### config.mk
export PLATFORM = sky130hd
export DESIGN_NAME = bldc_motor_ctrl
export DESIGN_NICKNAME = d
export VERILOG_FILES = /design/src/rtl/bldc_motor_ctrl.sv
export SDC_FILE = /design/constraint.sdc
export NUM_CORES = 1
export LEC_CHECK = 0
export CELL_PAD_IN_SITES_DETAIL_PLACEMENT = 0
export CELL_PAD_IN_SITES_GLOBAL_PLACEMENT = 1
export CORE_MARGIN = 2
export CORE_UTILIZATION = 43
export CTS_BUF_LIST = sky130_fd_sc_hd__clkbuf_4 sky130_fd_sc_hd__clkbuf_8
export CTS_CLUSTER_DIAMETER = 150
export DETAILED_ROUTE_END_ITERATION = 10
export PLACE_DENSITY_LB_ADDON = 0.12
export SYNTH_ARGS = -nofsm -noshare
export SYNTH_HDL_FRONTEND = slang
export SYNTH_SLANG_ARGS = --single-unit
### constraint.sdc
create_clock -name clk -period 3.8 [get_ports clk]
set_input_delay 0.76 -clock clk [delete_from_list [all_inputs] [get_ports clk]]
set_output_delay 0.76 -clock clk [all_outputs]
set_load 0.01 [all_outputs]
### src/rtl/bldc_motor_ctrl.sv
// Three-phase BLDC controller: PWM generation, hall six-step commutation, per-phase
// dead time, hall fault detection and signed hall / quadrature position counters.
module bldc_motor_ctrl #(
    parameter int DUTY_WIDTH     = 10,
    parameter int ENC_WIDTH      = 16,
    parameter int HALL_CNT_WIDTH = 8,
    parameter int DEAD_TIME      = 4
) (
    input  logic                      clk,
    input  logic                      rst_n,
    input  logic                      enable,
    input  logic [DUTY_WIDTH-1:0]     duty_cycle,
    input  logic                      dir,
    input  logic                      brake,
    input  logic                      fault_clr,
    input  logic [2:0]                hall,
    input  logic [1:0]                enc,
    output logic [2:0]                phase_h,
    output logic [2:0]                phase_l,
    output logic [HALL_CNT_WIDTH-1:0] hall_count,
    output logic [ENC_WIDTH-1:0]      enc_count,
    output logic                      hall_fault,
    output logic                      enc_err
);
    localparam logic [DUTY_WIDTH-1:0] PC_LAST  = {{(DUTY_WIDTH-1){1'b1}}, 1'b0};
    localparam logic [7:0]            DT_READY = 8'(DEAD_TIME - 1);
    localparam logic [7:0]            DT_SAT   = 8'(DEAD_TIME);

    // Position of a hall code in the forward sequence; 7 marks 000/111.
    function automatic logic [2:0] hall_idx(input logic [2:0] h);
        case (h)
            3'b101:  return 3'd0;
            3'b100:  return 3'd1;
            3'b110:  return 3'd2;
            3'b010:  return 3'd3;
            3'b011:  return 3'd4;
            3'b001:  return 3'd5;
            default: return 3'd7;
        endcase
    endfunction

    function automatic logic [2:0] hall_succ(input logic [2:0] i);
        return (i == 3'd5) ? 3'd0 : i + 3'd1;
    endfunction

    function automatic logic [1:0] enc_idx(input logic [1:0] e);
        case (e)
            2'b00:   return 2'd0;
            2'b01:   return 2'd1;
            2'b11:   return 2'd2;
            default: return 2'd3;
        endcase
    endfunction

    logic [2:0] hall_s1, hs, hp;
    logic [1:0] enc_s1, es, ep;

    always_ff @(posedge clk or negedge rst_n) begin
        if (!rst_n) begin
            hall_s1 <= '0;
            hs      <= '0;
            hp      <= '0;
            enc_s1  <= '0;
            es      <= '0;
            ep      <= '0;
        end else begin
            hall_s1 <= hall;
            hs      <= hall_s1;
            hp      <= hs;
            enc_s1  <= enc;
            es      <= enc_s1;
            ep      <= es;
        end
    end

    logic [2:0] hs_i, hp_i, arm_cnt;
    logic       hs_ok, hp_ok, hall_fwd, hall_rev, fault_cond, armed;
    logic [1:0] es_i, ep_i;
    logic       enc_fwd, enc_rev, enc_bad;

    assign hs_i       = hall_idx(hs);
    assign hp_i       = hall_idx(hp);
    assign hs_ok      = (hs_i != 3'd7);
    assign hp_ok      = (hp_i != 3'd7);
    assign hall_fwd   = hs_ok && hp_ok && (hs_i == hall_succ(hp_i));
    assign hall_rev   = hs_ok && hp_ok && (hp_i == hall_succ(hs_i));
    assign armed      = (arm_cnt == 3'd4);
    assign fault_cond = armed && (!hs_ok || ((hs != hp) && hp_ok && !hall_fwd && !hall_rev));

    assign es_i    = enc_idx(es);
    assign ep_i    = enc_idx(ep);
    assign enc_fwd = (es_i == ep_i + 2'd1);
    assign enc_rev = (ep_i == es_i + 2'd1);
    assign enc_bad = ((es ^ ep) == 2'b11);

    // Counters also wait for the arm window so the synchroniser leaving its
    // reset value is never mistaken for motion.
    always_ff @(posedge clk or negedge rst_n) begin
        if (!rst_n) begin
            arm_cnt    <= '0;
            hall_fault <= 1'b0;
            hall_count <= '0;
            enc_count  <= '0;
            enc_err    <= 1'b0;
        end else begin
            if (!armed)
                arm_cnt <= arm_cnt + 3'd1;
            if (fault_cond)
                hall_fault <= 1'b1;
            else if (fault_clr)
                hall_fault <= 1'b0;
            if (armed && hall_fwd)
                hall_count <= hall_count + HALL_CNT_WIDTH'(1);
            else if (armed && hall_rev)
                hall_count <= hall_count - HALL_CNT_WIDTH'(1);
            if (armed && enc_fwd)
                enc_count <= enc_count + ENC_WIDTH'(1);
            else if (armed && enc_rev)
                enc_count <= enc_count - ENC_WIDTH'(1);
            enc_err <= armed && enc_bad;
        end
    end

    logic [DUTY_WIDTH-1:0] pc, duty_l, duty_eff;
    logic                  pwm_on;

    always_ff @(posedge clk or negedge rst_n) begin
        if (!rst_n) begin
            pc     <= '0;
            duty_l <= '0;
        end else begin
            pc <= (pc == PC_LAST) ? '0 : pc + DUTY_WIDTH'(1);
            if (pc == '0)
                duty_l <= duty_cycle;
        end
    end

    // The period-start cycle already uses the duty being latched.
    assign duty_eff = (pc == '0) ? duty_cycle : duty_l;
    assign pwm_on   = (pc < duty_eff);

    logic [2:0] tbl_h, tbl_l, req_h, req_l;

    always_comb begin
        tbl_h = '0;
        tbl_l = '0;
        case (hs)
            3'b101: begin tbl_h = 3'b001; tbl_l = 3'b010; end
            3'b100: begin tbl_h = 3'b001; tbl_l = 3'b100; end
            3'b110: begin tbl_h = 3'b010; tbl_l = 3'b100; end
            3'b010: begin tbl_h = 3'b010; tbl_l = 3'b001; end
            3'b011: begin tbl_h = 3'b100; tbl_l = 3'b001; end
            3'b001: begin tbl_h = 3'b100; tbl_l = 3'b010; end
            default: ;
        endcase
        req_h = '0;
        req_l = '0;
        // A fault seen this cycle blocks requests before the sticky flag lands.
        if (!(hall_fault || fault_cond || !enable)) begin
            if (brake) begin
                req_l = 3'b111;
            end else if (dir) begin
                req_h = tbl_l & {3{pwm_on}};
                req_l = tbl_h;
            end else begin
                req_h = tbl_h & {3{pwm_on}};
                req_l = tbl_l;
            end
        end
    end

    logic [2:0][7:0] h_off, l_off;
    logic [2:0]      h_nxt, l_nxt;

    always_comb begin
        h_nxt = '0;
        l_nxt = '0;
        for (int i = 0; i < 3; i++) begin
            h_nxt[i] = req_h[i] && !phase_l[i] && (l_off[i] >= DT_READY);
            l_nxt[i] = req_l[i] && !phase_h[i] && (h_off[i] >= DT_READY);
        end
    end

    always_ff @(posedge clk or negedge rst_n) begin
        if (!rst_n) begin
            h_off   <= '0;
            l_off   <= '0;
            phase_h <= '0;
            phase_l <= '0;
        end else begin
            for (int i = 0; i < 3; i++) begin
                if (phase_h[i])
                    h_off[i] <= '0;
                else if (h_off[i] < DT_SAT)
                    h_off[i] <= h_off[i] + 8'd1;
                if (phase_l[i])
                    l_off[i] <= '0;
                else if (l_off[i] < DT_SAT)
                    l_off[i] <= l_off[i] + 8'd1;
            end
            phase_h <= h_nxt;
            phase_l <= l_nxt;
        end
    end

endmodule

==> flow_summary.yaml <==
sta:
  slew_violations: 0
  fin_crit_ns: 3.56
  hold_violations: 0
  tightest_slew_ns: 1.08
  rsz0062_at_grt: "no"
  fmax_mhz: 281
  maxSlewHeadroom_pct: 27.6
  fin_skew_ns: 0.00937
  fin_setup_tns_ns: 0
  setup_viol: 0
  finalCritPeriodShare_pct: 93.8
critical_path:
  cp_max_fo: 9
  critPathBufInv: 0
  cpPeakStageDelay_ns: 0.46
  cp_top_family: "compound AO/OA/AOI/OAI gates"
  critPathSlowestCell: "dfrtp_1"
  crit_chain: "and3_2 -> o21bai_1 -> ha_1 -> o21ai_1 -> xnor2_1 -> nor4b_4 -> nand3_2 -> ha_1 -> a21o_1 -> a21oi_2 -> o21ai_0 -> o41ai_2 -> nand4b_1 -> a21oi_1 -> xor2_1"
  cp_common_cell: "ha_1"
  crit_path_end_kind: "flip-flop"
  crit_type: "reg2reg"
  arrival_ns: 3.93
  start_kind: "flip-flop"
  worstPathRequired_ns: 4.16
routing:
  avgViaCountPerCell: 5.10
  route.detailed.drc: 0
  drtIter0Drc: 211
  wl_um: 11400
  drt-wirelength-per-cell_um: 13.7
  first_pass_iters: 5
  vias: 4262
  antenna_left: 0
global_routing:
  grt_pass1_vias: 4218
  gr-total-overflow: 0
  antenna_found_initial: 0
  grt_use_total_pct: 16.8
  grt_max_degree: 60
  grt_pass1_wl_um: 19700
layout:
  final_util_pct: 52.4
  nFillCells: 1240
  syn2layout_area_growth_pct: 19.7
  diodes: 0
  multi_input_area_sq_um: 2990
  fin_nets: 714
  regArea_sq_um: 2950
  drive_above_1_share_pct: 10.2
job:
  maxCapViolations: 0
floorplanning:
  design.die.area_sq_um: 15100
  die_w_um: 123
  die_h_um: 123
  start_util_pct: 43.8
  num_rows: 43
  io_pins: 53
  coreArea_sq_um: 13800
yosys:
  ys_seq_elements: 118
  syn_area_per_cell_sq_um: 10.6
  syn_inst: 570
  synth_warnings: 0
  synth_cell_type_count: 64
  async_flop_share_pct: 100
  syn-num-nets: 639
  synth_edf_count: 0
  synth_ff_type: "dfrtp_1"
  syn_area_sq_um: 6060
  synth_seq_area_share_pct: 48.8
power_and_ir_drop:
  power.leakage_nw: 3.44
  p_comb_share_pct: 43.9
  pwr-share-clk_pct: 21.9
  power.switching_mw: 1.76
  ir_worst_vdd_v: 0.000280
  p_per_area_nw_per_um2: 693
  switching_share_pct: 35.1
  total_power_mw: 5.02
  seq_power_share_pct: 34.2
  p_int_mw: 3.26
clocking:
  clock_latency_ns: 0.44
  clk_pin_slew_ns: 0.07
  htreeDepth: 4
  clk_root_buffer_cell: "clkbuf_8"
  cts_made_buffers: 17
  clock-sinks: 118
  cts_tree: "done"
  clock_path_buffers: 2
  hold_buffers: 0
worst_hold_path:
  holdCritPathClass: "in2async"
run_status:
  status: "complete, no violations"
placed_design:
  routabilityCongestion: 0.867
  io_buffer_count: 52
  hpwl_um: 8190
-- final timing paths --
path | from | to | slack, ns | cells past startpoint
setup reg to reg | hp[2]$_DFF_PN0_ | hall_count[7]$_DFFE_PN0P_ | 0.24 | 15
min in group clk | hall_s1[1]$_DFF_PN0_ | hs[1]$_DFF_PN0_ | 0.35 | 0
setup / recovery | hp[2]$_DFF_PN0_ | hall_count[7]$_DFFE_PN0P_ | 0.24 | 15
max in group asynchronous | rst_n | pc[5]$_DFF_PN0_ | 2.79 | 2
hold / removal | rst_n | enc_count[3]$_DFFE_PN0P_ | 0.28 | 1
hold reg to reg | hall_s1[1]$_DFF_PN0_ | hs[1]$_DFF_PN0_ | 0.35 | 0
-- final cells by class --
class / instances / share of cell area, %
Tap cell: 180 / 3.11
Timing Repair Buffer: 66 / 8.77
Clock inverter: 9 / 1.45
Inverter: 19 / 0.984
Sequential cell: 118 / 40.7
Multi-Input combinational cell: 423 / 41.2
Clock buffer: 21 / 3.73
-- metrics by stage --
| step | hold WS (ns) | setup WS (ns) | std cells | area, sq um |
|---|---|---|---|---|
| floorplan | 0.331 | 0.318 | 570 | 6060 |
| global placement | 0.333 | 0.213 | 804 | 6840 |
| detailed placement | 0.341 | 0.0488 | 804 | 6840 |
| CTS | 0.276 | 0.0224 | 834 | 7220 |
| global route | 0.290 | 0.0100 | 836 | 7250 |
| finish | 0.278 | 0.237 | 836 | 7250 |
-- Yosys cell counts (all sizes together), types with 17 or more instances --
cell type,number,area [sq um]
dfrtp,118,2950
nor2,59,221
ha,46,576
nand2,45,169
nor2b,38,248
o21ai,31,155
xor2,25,226
a21oi,22,114
xnor2,20,175
inv,19,71.3
mux2i,19,190
nor3,17,90.1
-- flip-flops by register name, indices dropped and copies added, names as in the netlist --
| register | flops |
|---|---|
| hall_s1 | 3 |
| es | 2 |
| enc_err | 1 |
| duty_l | 10 |
| l_off | 24 |
| ep | 2 |
| phase_h | 3 |
| hs | 3 |
| phase_l | 3 |
| hall_count | 8 |
| enc_count | 16 |
| arm_cnt | 3 |
| enc_s1 | 2 |
| pc | 10 |
| hall_fault | 1 |
| h_off | 24 |
| hp | 3 |
-- power groups by stage --
| stage | sequential, mW | combinational, mW | clock (mW) |
|---|---|---|---|
| 2_1_floorplan | 1.76 | 1.49 | 0 |
| 3_3_place_gp | 1.73 | 2.14 | 0 |
| 3_5_place_dp | 1.74 | 2.18 | 0 |
| 4_1_cts | 1.72 | 2.20 | 1.14 |
| 5_1_grt | 1.75 | 2.50 | 1.19 |
| 6_report | 1.71 | 2.20 | 1.10 |
-- routing by layer --
layer	up-vias	part of all wire [%]	track usage (%)	wire, um
met5	-	0	0	0
met3	16	3.6	5.30	409
li1	2129	-	-	-
met1	2053	49	22.2	5580
met2	64	46	25.7	5290
met4	0	1.2	6.47	138
-- cell families after synthesis --
logic type | after synthesis | synth area share [%]
and+or+nand+nor | 202 | 16.7
xor gates and xnor gates | 45 | 6.63
adders and majority gates | 48 | 10.2
DFF | 118 | 48.8
AOI/OAI and AO/OA | 102 | 10.8
buffers and inverters | 29 | 2.17
muxes | 26 | 4.75
-- repair_timing --
action,4_1_cts,5_1_grt
endpoints found under the setup margin,0,2
gates resized for setup,0,3
setup buffers,0,2
-- cell usage in the layout, fill, tap and decap left out, drive strengths merged, types with 3 or more instances in the layout --
cell type      count
clkinv             6
nor3              17
nor2b             38
clkbuf            21
xor2              25
nor2              59
nand3             11
o21ai             31
buf               15
xnor2             20
a21oi             22
o22ai              6
dfrtp            118
ha                46
nor4               8
nand2             45
inv               19
o21a               3
nand2b             9
clkdlybuf4s50     51
a31oi              7
mux2i             19
o211ai             4
mux2               7
a21o              12
Note: power is estimated with default switching activity, not from simulation.
